## config.mk

```make
export PLATFORM = sky130hd
export DESIGN_NAME = alu_operand_loader_flat
export DESIGN_NICKNAME = d
export VERILOG_FILES = /design/src/rtl/alu_operand_loader_if.sv /design/src/rtl/alu_operand_loader.sv /design/src/flat_wrapper.sv
export SDC_FILE = /design/constraint.sdc
export NUM_CORES = 1
export LEC_CHECK = 0
export BUFFER_PORTS_ARGS = -buffer_cell sky130_fd_sc_hd__buf_2
export CORE_MARGIN = 2
export CORE_UTILIZATION = 30
export CTS_CLUSTER_SIZE = 28
export DETAILED_ROUTE_END_ITERATION = 16
export GPL_TIMING_DRIVEN = 1
export PLACE_DENSITY_LB_ADDON = 0.15
export SETUP_SLACK_MARGIN = 0.2
export SYNTH_ARGS = -nofsm -noshare
export SYNTH_HDL_FRONTEND = slang
export SYNTH_SLANG_ARGS = --single-unit
export TNS_END_PERCENT = 50
```

## constraint.sdc

```tcl
create_clock -name clk -period 2.04 [get_ports clk]
set_input_delay 0.204 -clock clk [delete_from_list [all_inputs] [get_ports clk]]
set_output_delay 0.204 -clock clk [all_outputs]
set_load 0.02 [all_outputs]
```

## src/rtl/alu_operand_loader_if.sv

```systemverilog
// Board-side bundle for the operand loader: switch/button inputs toward the
// loader and the captured operand set back out to the ALU and LEDs.
interface alu_operand_loader_if #(
  parameter int N   = 4,
  parameter int OPW = 4
);
  logic [N-1:0]   sw_in;
  logic [OPW-1:0] op_in;
  logic           btn_next;
  logic           btn_clear;
  logic [N-1:0]   a_out;
  logic [N-1:0]   b_out;
  logic [OPW-1:0] op_out;
  logic           valid_out;
  logic [1:0]     state_out;

  // Board side: drives switches/buttons, observes the captured set.
  modport master (
    output sw_in, op_in, btn_next, btn_clear,
    input  a_out, b_out, op_out, valid_out, state_out
  );

  // Loader side.
  modport slave (
    input  sw_in, op_in, btn_next, btn_clear,
    output a_out, b_out, op_out, valid_out, state_out
  );
endinterface

```

## src/rtl/alu_operand_loader.sv

```systemverilog
// Steps through A, B and opcode capture on debounced-by-edge button presses
// and presents the completed operand set with a one-cycle valid pulse.
module alu_operand_loader #(
  parameter int N   = 4,
  parameter int OPW = 4
) (
  input logic                clk,
  input logic                rst,
  alu_operand_loader_if.slave bus
);

  typedef enum logic [1:0] {
    IDLE  = 2'd0,
    GOT_A = 2'd1,
    GOT_B = 2'd2,
    DONE  = 2'd3
  } state_t;

  // [0],[1] form the two-flop synchronizer; [2] holds the previous sync value.
  logic [2:0] next_sync;
  logic [2:0] clear_sync;
  logic       next_evt;
  logic       clear_evt;

  state_t         state;
  logic [N-1:0]   a_q;
  logic [N-1:0]   b_q;
  logic [OPW-1:0] op_q;
  logic           valid_q;

  // NOTE: sequential state is updated with non-blocking assignments only, so
  // every flop samples the pre-edge value of its neighbours.
  always_ff @(posedge clk or posedge rst) begin
    if (rst) begin
      next_sync  <= '0;
      clear_sync <= '0;
    end else begin
      next_sync  <= {next_sync[1:0], bus.btn_next};
      clear_sync <= {clear_sync[1:0], bus.btn_clear};
    end
  end

  // A held button produces a single event: only the low-to-high transition counts.
  assign next_evt  = next_sync[1]  & ~next_sync[2];
  assign clear_evt = clear_sync[1] & ~clear_sync[2];

  always_ff @(posedge clk or posedge rst) begin
    if (rst) begin
      state   <= IDLE;
      a_q     <= '0;
      b_q     <= '0;
      op_q    <= '0;
      valid_q <= 1'b0;
    end else begin
      valid_q <= 1'b0;
      if (clear_evt) begin
        // Clear outranks a coincident next event, which is simply dropped.
        state <= IDLE;
        a_q   <= '0;
        b_q   <= '0;
        op_q  <= '0;
      end else if (next_evt) begin
        case (state)
          IDLE: begin
            a_q   <= bus.sw_in;
            state <= GOT_A;
          end
          GOT_A: begin
            b_q   <= bus.sw_in;
            state <= GOT_B;
          end
          GOT_B: begin
            op_q    <= bus.op_in;
            valid_q <= 1'b1;
            state   <= DONE;
          end
          DONE: begin
            // Restart keeps the old B/opcode visible until they are recaptured.
            a_q   <= bus.sw_in;
            state <= GOT_A;
          end
          default: state <= IDLE;
        endcase
      end
    end
  end

  assign bus.a_out     = a_q;
  assign bus.b_out     = b_q;
  assign bus.op_out    = op_q;
  assign bus.valid_out = valid_q;
  assign bus.state_out = state;

endmodule

```

## src/flat_wrapper.sv

```systemverilog
// flat-port wrapper written by rule: the top's interface ports become plain ports
module alu_operand_loader_flat 
#(
  parameter int N   = 4,
  parameter int OPW = 4
)
  (clk, rst, bus_sw_in, bus_op_in, bus_btn_next, bus_btn_clear, bus_a_out, bus_b_out, bus_op_out, bus_valid_out, bus_state_out);
  alu_operand_loader_if #(.N(N), .OPW(OPW)) bus_i ();
  input logic clk;
  input logic rst;
  input wire logic [$bits(bus_i.sw_in)-1:0] bus_sw_in;
  input wire logic [$bits(bus_i.op_in)-1:0] bus_op_in;
  input wire logic [$bits(bus_i.btn_next)-1:0] bus_btn_next;
  input wire logic [$bits(bus_i.btn_clear)-1:0] bus_btn_clear;
  output wire logic [$bits(bus_i.a_out)-1:0] bus_a_out;
  output wire logic [$bits(bus_i.b_out)-1:0] bus_b_out;
  output wire logic [$bits(bus_i.op_out)-1:0] bus_op_out;
  output wire logic [$bits(bus_i.valid_out)-1:0] bus_valid_out;
  output wire logic [$bits(bus_i.state_out)-1:0] bus_state_out;
  assign bus_i.sw_in = bus_sw_in;
  assign bus_i.op_in = bus_op_in;
  assign bus_i.btn_next = bus_btn_next;
  assign bus_i.btn_clear = bus_btn_clear;
  assign bus_a_out = bus_i.a_out;
  assign bus_b_out = bus_i.b_out;
  assign bus_op_out = bus_i.op_out;
  assign bus_valid_out = bus_i.valid_out;
  assign bus_state_out = bus_i.state_out;
  alu_operand_loader #(.N(N), .OPW(OPW)) u_core (.clk(clk), .rst(rst), .bus(bus_i));
endmodule
```

==> impl_results.md, run 1 <==
* Initial Utilization at 32.4%
* Num CTS Buffers at 3
* Die width at 56.4 um
* Final Skew at 0.00506 ns
* Post-Place Worst Slack at 0.772 ns
* Synthesized cell area at 823 um2
* Setup-failing EPs final at 0
* Mean area per synthesized cell at 11.4 um2
* Pwr Total at 0.843 mW
* Critical path startpoint category: flop
* Final WL at 1.48 mm
* Tcrit/Tclk final at 62.9%
* CP top delay family: flip-flops
* Main flop type after synthesis: dfrtp_1
* Port bufs at 26
* Vias in the first global route at 572
* Clock Tree Root: clkbuf_4
* Share of cells above drive strength 1 at 34.3%
* Biggest area consumer among synthesized cells: dfrtp_1
* DRT antenna net count at 0
* CP bufs+invs at 1
* Grt total ovfl at 0
* Starting DRT DRC Count at 6
* Fmax at 0.780 GHz
* Leak at 0.528 nW
* Worst-path cell chain: inv_1, ha_1, nand3b_2, nand3_1, o21ai_0
* Insertion delay to the later sink of the worst-skew pair at 0.30 ns
* Design area at 0.00102 mm2
* Final number of max-transition violations at 0
* Instance count of the mapped netlist at 72
* CTS tree: built
* Final #Nets at 118
* # DRC at 0
* Final worst-path setup slack at 0.757 ns
* Worst Max-Slew Pin Slew at 0.776 ns
* WP data arrival at 1.47 ns
* Rows at 18
* Total number of vias at 607
* Max Cap Viol at 0
* First-pass GRT wire length at 2.59 mm
* Fin. Hold Viols at 0
* Critical path type: flop to flop
* Post-synth top area share at 63.8%
* Post-synth EDFFs at 0
* Avg WL per Cell at 11.2 um
* P&R area growth vs syn at 24.2%
* Total iterations of the first detailed-routing run at 4
* Synth warn at 0
* Yosys reg bits at 21
* Util after Layout at 40.2%
* Status: completed
* CORE AREA at 0.00254 mm2
* Post CTS Setup Buffer Count at 0
* Area of the die at 0.00318 mm2
* Final TNS setup at 0 ns
* Largest net degree at the start of global routing at 22
* GRT Overall Usage at 10.4%
* # IOs at 27
* Syn Nets at 87
* CP max stage delay at 0.45 ns
* HPWL after DPL at 1.11 mm
* Worst Path Required at 2.23 ns
* # diodes at 0
* H-tree levels at 1
* Clock Pin Slew Worst Setup and Hold Paths at 0.12 ns
* CTS Buffer Depth at 2
* Crit end category: flop
* VDD IR-drop max at 0.400 mV
* Clock sink count at 21
* Tmin final at 1.28 ns
* Routability Congestion at 0.679
* Fraction of registers with async set/reset at 100%
* Slew HR at 48.2%
* Post-place instance area at 975 um2
* Vias/cell at 4.60
* Initial antenna violation count at 0
* Setup repair after global routing missed its margin: false
* Ranking of synthesized cells by area: dfrtp_1 64%, nand3_1 7.3%, o21ai_0 4.9%, ha_1 4.6%, nand2_1 3.6%
* Power Density at 825 mW/mm2
* Slowest CP cell: dfrtp_1
* Sequential share of the synthesized area at 63.8%
* Die H at 56.4 um
* Library cells used by synthesis at 18
* Slack of the worst reg-to-reg path at 0.76 ns
* Worst Hold Class: input pin to asynchronous set/reset pin
* CP Max Fanout at 9
## layout by cell type, fill, tap and decap left out, types with 3 or more instances in the layout
cell,n
ha_1,3
buf_2,26
nand3_1,12
o21ai_0,8
inv_1,3
dfrtp_1,21
clkbuf_4,3
a21oi_1,4
nand2_1,8
## synthesized netlist by cell type (all sizes together) (2+ instances only)
| library cell | n |
|---|---|
| buf | 2 |
| a21oi | 4 |
| nand3b | 3 |
| nand2 | 8 |
| o21ai | 9 |
| nor2 | 3 |
| ha | 3 |
| inv | 3 |
| nand3 | 12 |
| dfrtp | 21 |
## metal layers
metal	wire (um)	up-vias	GRT usage, %
met1	683	288	14.2
met5	0	-	0
met4	27	0	5.10
met2	695	13	15.1
met3	69	4	3.00
li1	-	302	-
## cell type report
cell class | instances | area, um2
Inverter | 3 | 11.3
Clock inverter | 1 | 5.00
Clock buffer | 3 | 22.5
Timing Repair Buffer | 28 | 150
Multi-Input combinational cell | 46 | 270
Tap cell | 30 | 37.5
Fill cell | 267 | 1520
Sequential cell | 21 | 526
## worst reg2reg max path, stage by stage (launching register included)
cell and delay [ns]:
dfrtp_1 0.45, inv_1 0.06, ha_1 0.29, nand3b_2 0.17, nand3_1 0.13, o21ai_0 0.08
## cells by family (layout without fill, tap and decap cells)
kind of cell / after synthesis / after routing / synth area share (%)
flops: 21 / 21 / 63.8
buf+inv: 5 / 35 / 3.34
compound gates: 14 / 14 / 9.42
simple gates: 29 / 29 / 18.8
fa+ha+maj: 3 / 3 / 4.56
## stage by stage
| step | hold WS [ns] | instances |
|---|---|---|
| finish | 0.0211 | 132 |
| global route | 0.0850 | 132 |
| CTS | 0.0569 | 132 |
| detailed placement | 0.313 | 126 |
| global placement | 0.312 | 126 |
| floorplan | 0.181 | 72 |
## state kept, by name, summed over array words and instances (netlist names)
register	cells
u_core.bus.a_out	4
u_core.bus.valid_out	1
u_core.bus.op_out	4
u_core.bus.b_out	4
u_core.clear_sync	3
u_core.bus.state_out	2
u_core.next_sync	3
## path summary, 6_finish.rpt
| check | startpoint | to | depth (start not counted) |
|---|---|---|---|
| max in group asynchronous | rst | u_core.bus.b_out[2]$_DFFE_PP0P_ | 2 |
| min in group clk | bus_op_in[0] | u_core.bus.op_out[0]$_DFFE_PP0P_ | 3 |
| min | rst | u_core.bus.a_out[0]$_DFFE_PP0P_ | 2 |
| max | u_core.bus.state_out[0]$_DFFE_PP0P_ | u_core.bus.a_out[2]$_DFFE_PP0P_ | 5 |
| max reg2reg | u_core.bus.state_out[0]$_DFFE_PP0P_ | u_core.bus.a_out[2]$_DFFE_PP0P_ | 5 |
| min reg2reg | u_core.next_sync[0]$_DFF_PP0_ | u_core.next_sync[1]$_DFF_PP0_ | 0 |
## repair_timing
| item | 4_1_cts | 5_1_grt |
|---|---|---|
| resized for setup | 0 | 0 |
| hold buffers | 2 | 0 |
| endpoints found under the hold margin | 2 | 0 |
## power by group
group / internal [mW] / total [mW] / switching (mW)
Sequential: 0.454 / 0.477 / 0.0235
Clock: 0.0730 / 0.199 / 0.126
Combinational: 0.0616 / 0.167 / 0.105
Total: 0.589 / 0.843 / 0.254
Note: power is estimated with default switching activity, not from simulation.
==> inputs of run 2 (changes only) <==
Settings changed: ABC_AREA set to 1.
Clock period 2.04 ns to 1.25 ns, I/O delays scaled along.
==> impl_results.md, run 2 <==
* Status: finished, violations left
* Failing checks: design-rule violations
* GRT Overall Usage at 12.3% (+1.9 points)
* Design area at 0.00122 mm2 (+20%)
* Commonest cells post-synth: 29 x nand2_1, 21 x dfrtp_1, 16 x nand3_1
* Pwr Total at 1.52 mW (+81%)
* Avg WL per Cell at 11.7 um (+4.5%)
* First-pass GRT wire length at 3.16 mm (+22%)
* CTS tree: built
* HPWL after DPL at 1.33 mm (+20%)
* Area of the die at 0.00345 mm2 (+8.5%)
* Initial Utilization at 32.0% (-0.33 points)
* P&R area growth vs syn at 36.1%
* Instance count of the mapped netlist at 97 (+35%)
* Main flop type after synthesis: dfrtp_1
* Clock Tree Root: clkbuf_4
* Worst-path cell chain: ha_4, nand3_4, inv_4, nand2_2, nand2_2
* Initial antenna violation count at 0 (unchanged)
* Synth warn at 0 (unchanged)
* Starting DRT DRC Count at 4 (-2)
* Critical path startpoint category: flop
* Register area at 529 um2 (+0.71%)
* Post-synth top area share at 58.5% (-5.3 points)
* Most common cell in the netlist: nand2_1
* Fillers at 296 (+11%)
* DRT antenna net count at 0 (unchanged)
* Slew HR at 77.3% (+29 points)
* Synthesized cell area at 898 um2 (+9.1%)
* Max Cap Viol at 0 (unchanged)
* Setup repair after global routing missed its margin: true
* Syn Nets at 112 (+29%)
* Clock sink count at 21 (unchanged)
* Worst Hold Class: input pin to flop
* Tmin final at 1.12 ns (-0.161 ns)
* Slack of the worst reg-to-reg path at 0.13 ns (-0.63 ns)
* Area occupied by multi-input gates at 392 um2 (+45%)
* Worst Path Required at 1.50 ns (-0.73 ns)
* # IOs at 27 (unchanged)
* Final #Nets at 148 (+25%)
* Power Density at 1250 mW/mm2 (+51%)
* # DRC at 2 (+2)
* Critical path type: flop to flop
* Setup-failing EPs final at 0 (unchanged)
* Routability Congestion at 0.772 (+14%)
* # diodes at 0 (unchanged)
* Largest net degree at the start of global routing at 22 (unchanged)
* Util after Layout at 43.6% (+3.4 points)
* Commonest cells after routing, fill and taps aside: 26 x buf_2, 23 x nand2_1, 18 x dfrtp_1, 11 x nand3_1, 8 x nor2_1
* CP Max Fanout at 6 (-3)
* Fraction of registers with async set/reset at 100% (unchanged)
* Fin. Hold Viols at 0 (unchanged)
* Num CTS Buffers at 3 (unchanged)
* Mean area per synthesized cell at 9.26 um2 (-19%)
* CORE AREA at 0.00281 mm2 (+10%)
* Rows at 19 (+1)
* H-tree levels at 1 (unchanged)
* Vias in the first global route at 706 (+23%)
* Grt total ovfl at 0 (unchanged)
* Tcrit/Tclk final at 89.7% (+27 points)
* Post-Place Cells at 154 (+22%)
* Slowest CP cell: dfrtp_2
* Final WL at 1.90 mm (+29%)
* Die H at 58.7 um (+4.1%)
* Final TNS setup at 0 ns (unchanged)
* Die width at 58.7 um (+4.1%)
* Total number of vias at 722 (+19%)
* Yosys reg bits at 21 (unchanged)
* Worst Max-Slew Pin Slew at 0.341 ns (-0.435 ns)
* Insertion delay to the later sink of the worst-skew pair at 0.30 ns (about the same)
* Ranking of synthesized cells by area: dfrtp_1 58%, nand2_1 12%, nand3_1 8.9%, inv_1 4.6%, ha_1 4.2%
* Library cells used by synthesis at 11 (-7)
* Crit end category: flop
* Final number of max-transition violations at 0 (unchanged)
* Post-synth EDFFs at 0 (unchanged)
* Final Skew at 0.00936 ns (+0.00430 ns)
* Vias/cell at 4.43 (-3.7%)
* Leak at 0.678 nW (+29%)
* Clock Pin Slew Worst Setup and Hold Paths at 0.12 ns (about the same)
* CP most frequent cell: nand2_2
* VDD IR-drop max at 0.502 mV (+26%)
* Port bufs at 26 (unchanged)
* CP max stage delay at 0.46 ns (about the same)
* CTS Buffer Depth at 2 (unchanged)
* Total iterations of the first detailed-routing run at 9 (+5)
* Finished Layout Cells at 163 (+23%)
* Leading cell type in the layout, fill and taps excluded: buf_2
* Fmax at 0.891 GHz (+14%)
* Share of cells above drive strength 1 at 43.2% (+8.9 points)
* Sequential share of the synthesized area at 58.5% (-5.3 points)
* WP data arrival at 1.37 ns (-0.10 ns)
* Post-place instance area at 0.00107 mm2 (+9.5%)
* Biggest area consumer among synthesized cells: dfrtp_1
==> run 2: kinds of logic after synthesis <==
logic type / share of synthesized area (%)
AND/OR/NAND/NOR: 26.9
flip-flops: 58.5
buffers and inverters: 7.10
AO/OA/AOI/OAI: 3.34
adder cells (fa/ha/maj): 4.18
==> run 2: cell type report <==
class | count | area share (%)
clock buffers | 4 | 2.15
multi-input cells | 62 | 32.0
flip-flops and latches | 21 | 43.3
inverters | 13 | 4.40
well taps | 31 | 3.17
repair buffers | 32 | 14.9
==> run 2: per-layer routing <==
metal / part of all wire [%] / vias to the layer above / track usage (%)
met2: 48 / 15 / 20.5
met5: 0 / - / 0
li1: - / 371 / -
met3: 4.1 / 2 / 2.20
met1: 46 / 334 / 15.2
met4: 0.89 / 0 / 6.49
==> run 2: worst paths after layout <==
path | startpoint | to | cells past startpoint
hold reg to reg | u_core.clear_sync[0]$_DFF_PP0_ | u_core.clear_sync[1]$_DFF_PP0_ | 0
min in group asynchronous | rst | u_core.bus.op_out[3]$_DFFE_PP0P_ | 4
hold / removal | bus_sw_in[1] | u_core.bus.a_out[1]$_DFFE_PP0P_ | 5
setup / recovery | u_core.bus.state_out[1]$_DFFE_PP0P_ | u_core.bus.a_out[3]$_DFFE_PP0P_ | 5
max in group asynchronous | rst | u_core.bus.state_out[0]$_DFFE_PP0P_ | 4
setup reg to reg | u_core.bus.state_out[1]$_DFFE_PP0P_ | u_core.bus.a_out[3]$_DFFE_PP0P_ | 5
==> run 2: metrics by stage <==
stage	hold WS [ns]	setup slack, ns
3_5_place_dp	0.171	0.0335
5_1_grt	0.141	0.0520
3_3_place_gp	0.172	0.0449
2_1_floorplan	0.101	0.112
4_1_cts	0.111	0.153
6_report	0.127	0.128
==> run 2: report_power, final <==
group,switching (mW),internal [mW],leakage [nW]
combinational,0.236,0.156,0.399
clock,0.200,0.124,0.0150
sequential,0.0560,0.753,0.264
==> run 2: repair_timing <==
item                                    in CTS  in global routing
hold endpoints to repair                    23                  0
gates cloned                                 0                  0
setup buffers                                1                  1
resized for setup                           14                  9
endpoints found under the setup margin      15                 16
pin swaps                                    1                  3
hold buffers                                 3                  0
==> run 2: critical path: cells and delay by family (launching register included) <==
family / cells / cell delay [ns]
fa+ha+maj: 1 / 0.28
buf+inv: 1 / 0.10
flops: 1 / 0.46
simple gates: 3 / 0.23
==> inputs of run 3 (changes only) <==
Settings changed: ABC_AREA 1 to unset, CORE_MARGIN 2 to unset.
==> impl_results.md, run 3 (same netlist as run 1, synthesis figures left out) <==
* # DRC at 0 (-2)
* Final number of max-transition violations at 0 (unchanged)
* Fillers at 270 (-8.8%)
* Final TNS setup at 0 ns (unchanged)
* Sequential share of power at 55.1% (+2.0 points)
* CP max stage delay at 0.46 ns (about the same)
* CP top delay family: flip-flops
* Slowest CP cell: dfrtp_2
* CP bufs+invs at 2 (+1)
* Critical path type: flop to flop
* GRT Overall Usage at 13.0% (+0.64 points)
* Initial antenna violation count at 0 (unchanged)
* Clock Tree Root: clkbuf_4
* Die H at 54.4 um (-7.4%)
* Total number of vias at 616 (-15%)
* Area of the die at 0.00296 mm2 (-14%)
* # IOs at 27 (unchanged)
* WP data arrival at 1.35 ns (-0.02 ns)
* Largest net degree at the start of global routing at 22 (unchanged)
* Leak at 0.561 nW (-17%)
* Internal at 1.01 mW (-2.4%)
* Commonest cells after routing, fill and taps aside: 26 x buf_2, 19 x dfrtp_1, 12 x nand3_1, 8 x nand2_1, 6 x o21ai_0
* Slew HR at 76.5% (-0.78 points)
* Clock Pin Slew Worst Setup and Hold Paths at 0.11 ns (about the same)
* # diodes at 0 (unchanged)
* Die width at 54.4 um (-7.4%)
* Clock share of power at 21.9% (+0.6 points)
* Worst Max-Slew Pin Slew at 0.351 ns (+0.0101 ns)
* CTS tree: built
* Tcrit/Tclk final at 92.9% (+3.1 points)
* Final worst-path setup slack at 0.0892 ns (-0.0390 ns)
* Worst Path Required at 1.44 ns (-0.06 ns)
* Clock sink count at 21 (unchanged)
* Total iterations of the first detailed-routing run at 4 (-5)
* Slack of the worst reg-to-reg path at 0.09 ns (-0.04 ns)
* Power Density at 1290 mW/mm2 (+3.7%)
* Vias in the first global route at 584 (-17%)
* Setup repair after global routing missed its margin: true
* Grt total ovfl at 0 (unchanged)
* Tmin final at 1.16 ns (+0.0390 ns)
* Leading cell type in the layout, fill and taps excluded: buf_2
* Setup-failing EPs final at 0 (unchanged)
* VDD IR-drop max at 0.761 mV (+52%)
* Rows at 18 (-1)
* First-pass GRT wire length at 2.69 mm (-15%)
* Comb power frac at 23.0% (-2.7 points)
* Num CTS Buffers at 3 (unchanged)
* Port bufs at 26 (unchanged)
* Starting DRT DRC Count at 6 (+2)
* Insertion delay to the later sink of the worst-skew pair at 0.30 ns (about the same)
* Avg WL per Cell at 11.5 um (-1.3%)
* Register area at 528 um2 (-0.24%)
* Final #Nets at 124 (-16%)
* Final Skew at 0.00561 ns (-0.00375 ns)
* CP Max Fanout at 8 (+2)
* H-tree levels at 1 (unchanged)
* Area occupied by multi-input gates at 309 um2 (-21%)
* Share of cells above drive strength 1 at 42.6% (-0.59 points)
* HPWL after DPL at 1.09 mm (-18%)
* Status: completed
* Fmax at 0.861 GHz (-3.4%)
* Design area at 0.00111 mm2 (-9.5%)
* CTS Buffer Depth at 2 (unchanged)
* Critical path startpoint category: flop
* Vias/cell at 4.46 (+0.77%)
* Switching part of the total power at 29.6% (-2.7 points)
* Max Cap Viol at 0 (unchanged)
* Routability Congestion at 0.655 (-15%)
* P_sw at 0.423 mW (-14%)
* Crit end category: flop
* Worst Hold Class: input pin to flop
* P&R area growth vs syn at 34.3%
* Fin. Hold Viols at 0 (unchanged)
* Worst-path cell chain: inv_2, ha_1, nand3b_1, buf_6, nand3_1, o21ai_0
* Final WL at 1.59 mm (-16%)
* Post-Place Worst Slack at -0.0341 ns (-0.0676 ns)
* Pwr Total at 1.43 mW (-6.2%)
* Post-place instance area at 0.00101 mm2 (-5.7%)
* Initial Utilization at 32.4% (+0.33 points)
* DRT antenna net count at 0 (unchanged)
* CORE AREA at 0.00254 mm2 (-9.3%)
## run 3: cell types whose count changed in the layout (fill, tap and decap cells not counted), sizes merged, moves of 6 or more
| cell | delta |
|---|---|
| nor2 | -6 |
| o21ai | +9 |
| inv | -10 |
| nand2 | -22 |
## run 3: worst reg2reg max path: cells and delay by family (launching register included)
family | cells | cell delay [ns]
compound gates | 1 | 0.08
fa+ha+maj | 1 | 0.13
buf+inv | 2 | 0.23
flops | 1 | 0.46
simple gates | 2 | 0.16
## run 3: per-layer routing
| metal | track usage [%] | wire (um) | part of all wire, % | up-vias |
|---|---|---|---|---|
| met5 | 0 | 0 | 0 | - |
| li1 | - | - | - | 321 |
| met2 | 20.5 | 740 | 47 | 15 |
| met4 | 2.56 | 15 | 0.94 | 0 |
| met1 | 16.6 | 746 | 47 | 278 |
| met3 | 5.28 | 89 | 5.6 | 2 |
## run 3: final timing paths
kind                                                startpoint  cells past startpoint                                   to
hold reg to reg                  u_core.next_sync[0]$_DFF_PP0_                      0        u_core.next_sync[1]$_DFF_PP0_
setup reg to reg           u_core.bus.state_out[1]$_DFFE_PP0P_                      6      u_core.bus.b_out[1]$_DFFE_PP0P_
hold / removal                                    bus_op_in[0]                      3     u_core.bus.op_out[0]$_DFFE_PP0P_
setup / recovery           u_core.bus.state_out[1]$_DFFE_PP0P_                      6      u_core.bus.b_out[1]$_DFFE_PP0P_
min in group asynchronous                                  rst                      4      u_core.bus.b_out[3]$_DFFE_PP0P_
max in group asynchronous                                  rst                      4  u_core.bus.state_out[0]$_DFFE_PP0P_
## run 3: layout make-up
class                           instances  area share [%]
Inverter                                3            1.02
Multi-Input combinational cell         47            27.9
Sequential cell                        21            47.7
Timing Repair Buffer                   33            17.5
Tap cell                               30            3.39
Clock buffer                            4            2.38
## run 3: power by group through the flow
| stage | sequential (mW) | clock (mW) | combinational (mW) |
|---|---|---|---|
| after floorplan | 0.864 | 0 | 0.134 |
| after global placement | 0.800 | 0 | 0.295 |
| after detailed placement | 0.802 | 0 | 0.297 |
| after CTS | 0.790 | 0.336 | 0.332 |
| after global routing | 0.798 | 0.352 | 0.368 |
| final | 0.789 | 0.313 | 0.328 |
## run 3: per-stage QoR
step                hold slack (ns)  utilization [%]  std cells
global placement              0.170             39.5        127
detailed placement            0.170             39.5        127
finish                       0.0631             43.5        138
CTS                          0.0535             43.2        138
floorplan                     0.101                -         72
global route                 0.0645             43.5        138
## run 3: what timing repair did
action,CTS,global route
hold endpoints to repair,23,0
pin swaps,4,1
buffers inserted,3,0
setup endpoints to repair,17,17
hold buffers,3,0
gates resized for setup,2,3
gates cloned,1,0
